**src/rtl/dec_pingpong_ram.sv**
```systemverilog
// dec_pingpong_ram: banked decision memory for the LDPC decoder.
// The writer fills free banks and the reader drains full banks. Both walk
// the same fixed ring, and ownership passes through commit/release handshakes.
module dec_pingpong_ram #(
    parameter int unsigned DATA_WIDTH = 1,
    parameter int unsigned ADDR_WIDTH = 8,
    parameter int unsigned NUM_BANKS  = 2,
    localparam int unsigned BW        = $clog2(NUM_BANKS),
    localparam int unsigned CW        = $clog2(NUM_BANKS + 1)
) (
    input  logic                  clk,
    input  logic                  rst,
    input  logic                  wr_en,
    input  logic [ADDR_WIDTH-1:0] wr_addr,
    input  logic [DATA_WIDTH-1:0] wr_data,
    input  logic                  wr_commit,
    output logic                  wr_ready,
    output logic [BW-1:0]         wr_bank,
    input  logic                  rd_en,
    input  logic [ADDR_WIDTH-1:0] rd_addr,
    output logic [DATA_WIDTH-1:0] rd_data,
    output logic                  rd_data_valid,
    input  logic                  rd_release,
    output logic                  rd_avail,
    output logic [BW-1:0]         rd_bank,
    output logic [CW-1:0]         bank_count,
    output logic                  wr_err,
    output logic                  rd_err
);

    localparam int unsigned DEPTH = 1 << ADDR_WIDTH;

    // Bank storage; never cleared, stale words are returned as-is.
    logic [DATA_WIDTH-1:0] mem [NUM_BANKS][DEPTH];

    logic [BW-1:0]         wr_ptr_q, wr_ptr_d;
    logic [BW-1:0]         rd_ptr_q, rd_ptr_d;
    logic [CW-1:0]         count_q,  count_d;
    logic [DATA_WIDTH-1:0] rd_data_q;
    logic                  rd_valid_q;
    logic                  wr_err_q, wr_err_d;
    logic                  rd_err_q, rd_err_d;

    logic wr_ok_c;
    logic commit_ok_c;
    logic rd_ok_c;
    logic release_ok_c;

    // Ring successor of a bank index.
    function automatic logic [BW-1:0] ptr_inc(input logic [BW-1:0] p);
        return (p == BW'(NUM_BANKS - 1)) ? '0 : p + BW'(1);
    endfunction

    // Handshake status is derived directly from the registered pointers/count.
    assign wr_ready      = (count_q < CW'(NUM_BANKS));
    assign rd_avail      = (count_q != '0);
    assign wr_bank       = wr_ptr_q;
    assign rd_bank       = rd_ptr_q;
    assign bank_count    = count_q;
    assign rd_data       = rd_data_q;
    assign rd_data_valid = rd_valid_q;
    assign wr_err        = wr_err_q;
    assign rd_err        = rd_err_q;

    // Request acceptance and next pointer/count state.
    always_comb begin
        wr_ok_c      = wr_en      && wr_ready && !rst;
        commit_ok_c  = wr_commit  && wr_ready && !rst;
        rd_ok_c      = rd_en      && rd_avail && !rst;
        release_ok_c = rd_release && rd_avail && !rst;
        wr_ptr_d     = wr_ptr_q;
        rd_ptr_d     = rd_ptr_q;
        count_d      = count_q;
        wr_err_d     = (wr_en || wr_commit)  && !wr_ready;
        rd_err_d     = (rd_en || rd_release) && !rd_avail;

        if (commit_ok_c) begin
            wr_ptr_d = ptr_inc(wr_ptr_q);
        end
        if (release_ok_c) begin
            rd_ptr_d = ptr_inc(rd_ptr_q);
        end
        // Simultaneous commit and release leave the count unchanged.
        case ({commit_ok_c, release_ok_c})
            2'b10:   count_d = count_q + CW'(1);
            2'b01:   count_d = count_q - CW'(1);
            default: count_d = count_q;
        endcase
    end

    // Control state, read port register and error pulses.
    always_ff @(posedge clk) begin
        if (rst) begin
            wr_ptr_q   <= '0;
            rd_ptr_q   <= '0;
            count_q    <= '0;
            rd_data_q  <= '0;
            rd_valid_q <= 1'b0;
            wr_err_q   <= 1'b0;
            rd_err_q   <= 1'b0;
        end else begin
            wr_ptr_q   <= wr_ptr_d;
            rd_ptr_q   <= rd_ptr_d;
            count_q    <= count_d;
            rd_valid_q <= rd_ok_c;
            wr_err_q   <= wr_err_d;
            rd_err_q   <= rd_err_d;
            if (rd_ok_c) begin
                rd_data_q <= mem[rd_ptr_q][rd_addr];
            end
        end
    end

    // Write port into the bank currently owned by the writer.
    always_ff @(posedge clk) begin
        if (wr_ok_c) begin
            mem[wr_ptr_q][wr_addr] <= wr_data;
        end
    end

endmodule
```
**config.mk**
```make
export PLATFORM = sky130hd
export DESIGN_NAME = dec_pingpong_ram
export DESIGN_NICKNAME = d
export VERILOG_FILES = /design/src/rtl/dec_pingpong_ram.sv
export SDC_FILE = /design/constraint.sdc
export NUM_CORES = 1
export LEC_CHECK = 0
export CORE_ASPECT_RATIO = 0.9
export CORE_MARGIN = 3
export CORE_UTILIZATION = 57
export DETAILED_ROUTE_END_ITERATION = 10
export GPL_TIMING_DRIVEN = 0
export PLACE_DENSITY = 0.74
export SYNTH_ARGS = -nofsm -noshare
export SYNTH_HDL_FRONTEND = slang
export SYNTH_SLANG_ARGS = --single-unit
```
**constraint.sdc**
```tcl
create_clock -name clk -period 2.5 [get_ports clk]
set_input_delay 0.625 -clock clk [delete_from_list [all_inputs] [get_ports clk]]
set_output_delay 0.625 -clock clk [all_outputs]
set_load 0.01 [all_outputs]
```
==> qor.yml <==
outcome:
  outcome: "finished, violations left"
  violations: "negative setup slack"
final_layout:
  final_core_utilization: 0.683
  regArea_sq_um: 15600
  final_nets: 1756
  syn2layout_area_growth_pct: 16.7
  final_area_sq_um: 26500
  drive_above_1_share: 0.196
  multiInputGateArea_sq_um: 6830
  fillCellCount: 2610
  finalNonFillerCells: 2301
global_route:
  busiest_layer: "met2"
  grt_pass1_wl_microns: 95700
  use_met1: 0.443
  grt_pass1_vias: 14200
  use_met2: 0.472
  antenna_found_initial: 1
  met3_usage: 0.0985
  grt.overflow.total: 0
  grt_max_degree: 213
  grt_usage: 0.317
critical_path:
  worstPathArrival_ps: 3410
  start_kind: "flip-flop"
  critPathRequiredTime_ps: 3010
  critPathTopFamily: "compound AO/OA/AOI/OAI gates"
  worst-r2r-setup-slack_ps: -400
  cp_cell_sequence: "buf_12 > buf_12 > buf_16 > buf_12 > mux2i_1 > o221ai_2 > o21ai_0 > o31ai_1 > a211oi_1 > o41ai_2 > a31o_1"
  critPathCaptureType: "flip-flop"
  crit_slowest_cell: "o41ai_2"
  crit_fanout: 10
  critical_path.max_stage_delay_ps: 470
  criticalPathCategory: "flip-flop to flip-flop"
  r2r_end: "rd_data$_SDFFE_PP0P_"
  r2r_cells: 11
  worst-path-buf-inv: 4
  crit_top_cell: "buf_12"
worst_hold_path:
  hp-class: "flip-flop to flip-flop"
  holdPathStages: 2
  hp-start: "rd_bank$_SDFFE_PP0P_"
  hold_end: "rd_bank$_SDFFE_PP0P_"
synth:
  seq_area_frac_synth: 0.686
  synth.cells.most_frequent: "nor2_1 (539), edfxtp_1 (512), mux4_2 (103)"
  yosys.area_share.simple: 0.119
  synthCells: 1604
  synthAdderAreaFrac: 0.000552
  syn_nets: 1628
  synthMuxAreaShare: 0.134
  synth_xor_area_frac: 0.00154
  synth_area_per_cell_sq_um: 14.1
  synth_edf_count: 512
  synth_compound_area_frac: 0.0311
  synth.most_common_cell: "nor2_1"
  synthTopCellsByArea: "edfxtp_1 (68%), mux4_2 (10%), nor2_1 (8.9%)"
  synth.distinct_cells: 55
  ys_ff_latch: 521
  synth_top_family_by_area: "multiplexers"
  synth-main-ff-cell: "edfxtp_1"
  synth_top_area_share: 0.678
  ys_async_sr_fraction: 0
  yosysWarnings: 0
  syn_area_sq_um: 22700
  synth_largest_area_cell: "edfxtp_1"
placed_design:
  place_ws_ps: -1910
  placed_cells: 2158
  hpwlAfterDp_microns: 42300
  portBuffers: 27
  place_congestion: 1.01
  placed_area_sq_um: 23700
sta:
  tns_ps: -520
  worst_pin_slew_ps: 1100
  skew_ps: 7.90
  hold_slack_ps: 541
  max-slew-margin-rel: 0.264
  hold_viol: 0
  finalMaxSlewViolations: 0
  timing.fmax_mhz: 345
  fin_crit_sh: 1.16
  rsz0062_at_grt: "yes"
  finalWorstSetupSlack_ps: -401
  layout_min_cycle_time_ps: 2900
  setup_viol: 10
clocking:
  clockRootBuffer: "clkbuf_16"
  htreeDepth: 2
  cts_tree: "built"
  clk_pin_slew_ps: 60
  cts_buffers: 52
  numClockSinks: 521
  insertion_delay_ps: 600
  clk_path_buf_depth: 3
die:
  boundaryPins: 33
  initial_utilization: 0.585
  core_sq_um: 38800
  die_w_microns: 216
  die_area_sq_um: 42200
  die_y_microns: 195
  row_count: 68
routing:
  routed_wl_microns: 67700
  first_pass_iters: 6
  wl_per_cell_microns: 29.4
  post_drt_via_cell_ratio: 6.62
  drc: 0
  antenna_left: 0
  drt-initial-drc-count: 3009
  vias: 15200
power_and_ir_drop:
  ir_drop_uv: 476
  p_per_area_nw_per_um2: 735
  p_leak_nw: 7.87
  power_mw: 19.5
job:
  drv_cap: 0
## sequential cells by signal, indices dropped and copies added, names as in the netlist, named ones only
name / count
rd_bank: 1
rd_data_valid: 1
rd_data: 1
bank_count: 2
mem: 512
wr_err: 1
wr_bank: 1
rd_err: 1
## area by class of cell
class,instances,area share
repair buffers,76,0.0292
diodes,1,0.0000945
inverters,8,0.00128
plain buffers,124,0.0367
well taps,525,0.0248
clock inverters,34,0.0110
clock buffers,63,0.0515
flip-flops and latches,521,0.588
multi-input cells,949,0.258
## report_power, final
| part | switching [mW] | total, mW | internal (mW) |
|---|---|---|---|
| sequential | 0.0193 | 9.63 | 9.61 |
| combinational | 1.21 | 2.11 | 0.904 |
| clock | 3.33 | 7.73 | 4.40 |
## per-layer routing
layer	up-vias	wire length (microns)
li1	6209	-
met1	7594	24300
met2	1250	30700
met3	181	9940
met4	2	2720
met5	-	13
## logic make-up after synthesis
family                     after synthesis
muxes                                  169
AOI/OAI and AO/OA                       98
adders and majority gates                1
DFF                                    521
buffers and inverters                  134
and+or+nand+nor                        677
xor gates and xnor gates                 4
## worst reg2reg max path, delay by kind of cell, from the launching register on
family / cells / cell delay (ps)
buffers and inverters: 4 / 750
AO/OA/AOI/OAI: 6 / 1530
flip-flops: 1 / 390
multiplexers: 1 / 140
## cells in the final DEF (no fill, tap or decap), types with 4 or more instances in the layout
master           instances
o22ai_1                 11
nor2_1                 536
inv_1                    6
nand3_1                 14
buf_12                  14
o21ai_0                 11
o221ai_1                19
dfxtp_1                  8
nand4_1                  6
clkbuf_4                16
a22oi_1                  4
edfxtp_1               512
clkbuf_16               56
clkinv_1                15
o221ai_2                 8
nor2b_1                  7
nand3_4                  9
a21oi_1                 15
buf_6                    7
buf_2                    4
nor3_1                   6
a211oi_1                 4
clkdlybuf4s50_1         23
clkbuf_1                66
buf_8                    4
mux2i_2                  5
clkinv_2                10
bufinv_16                5
buf_4                   46
buf_16                   7
nand2_1                 65
mux2i_1                 57
mux4_2                 105
clkbuf_2                16
## worst max path at each step
stage	endpoint	cells past startpoint	slack, ps	from
3_3_place_gp	mem[1][113]$_DFFE_PP_	1	-10800	wr_data
5_1_grt	rd_data$_SDFFE_PP0P_	11	-420	flip-flop
4_1_cts	rd_data$_SDFFE_PP0P_	10	-620	flip-flop
6_report	rd_data$_SDFFE_PP0P_	11	-400	flip-flop
2_1_floorplan	rd_data$_SDFFE_PP0P_	7	-50	rd_addr[0]
3_5_place_dp	rd_data$_SDFFE_PP0P_	10	-1910	rd_addr[3]
## repair_timing
item                       in CTS  in global routing
pin swaps                       4                  9
resized for setup              86                122
cloned                          0                  3
setup endpoints to repair     497                100
buffers inserted               16                 28
hold buffers                    0                  0
(Power assumes the default switching activity.)
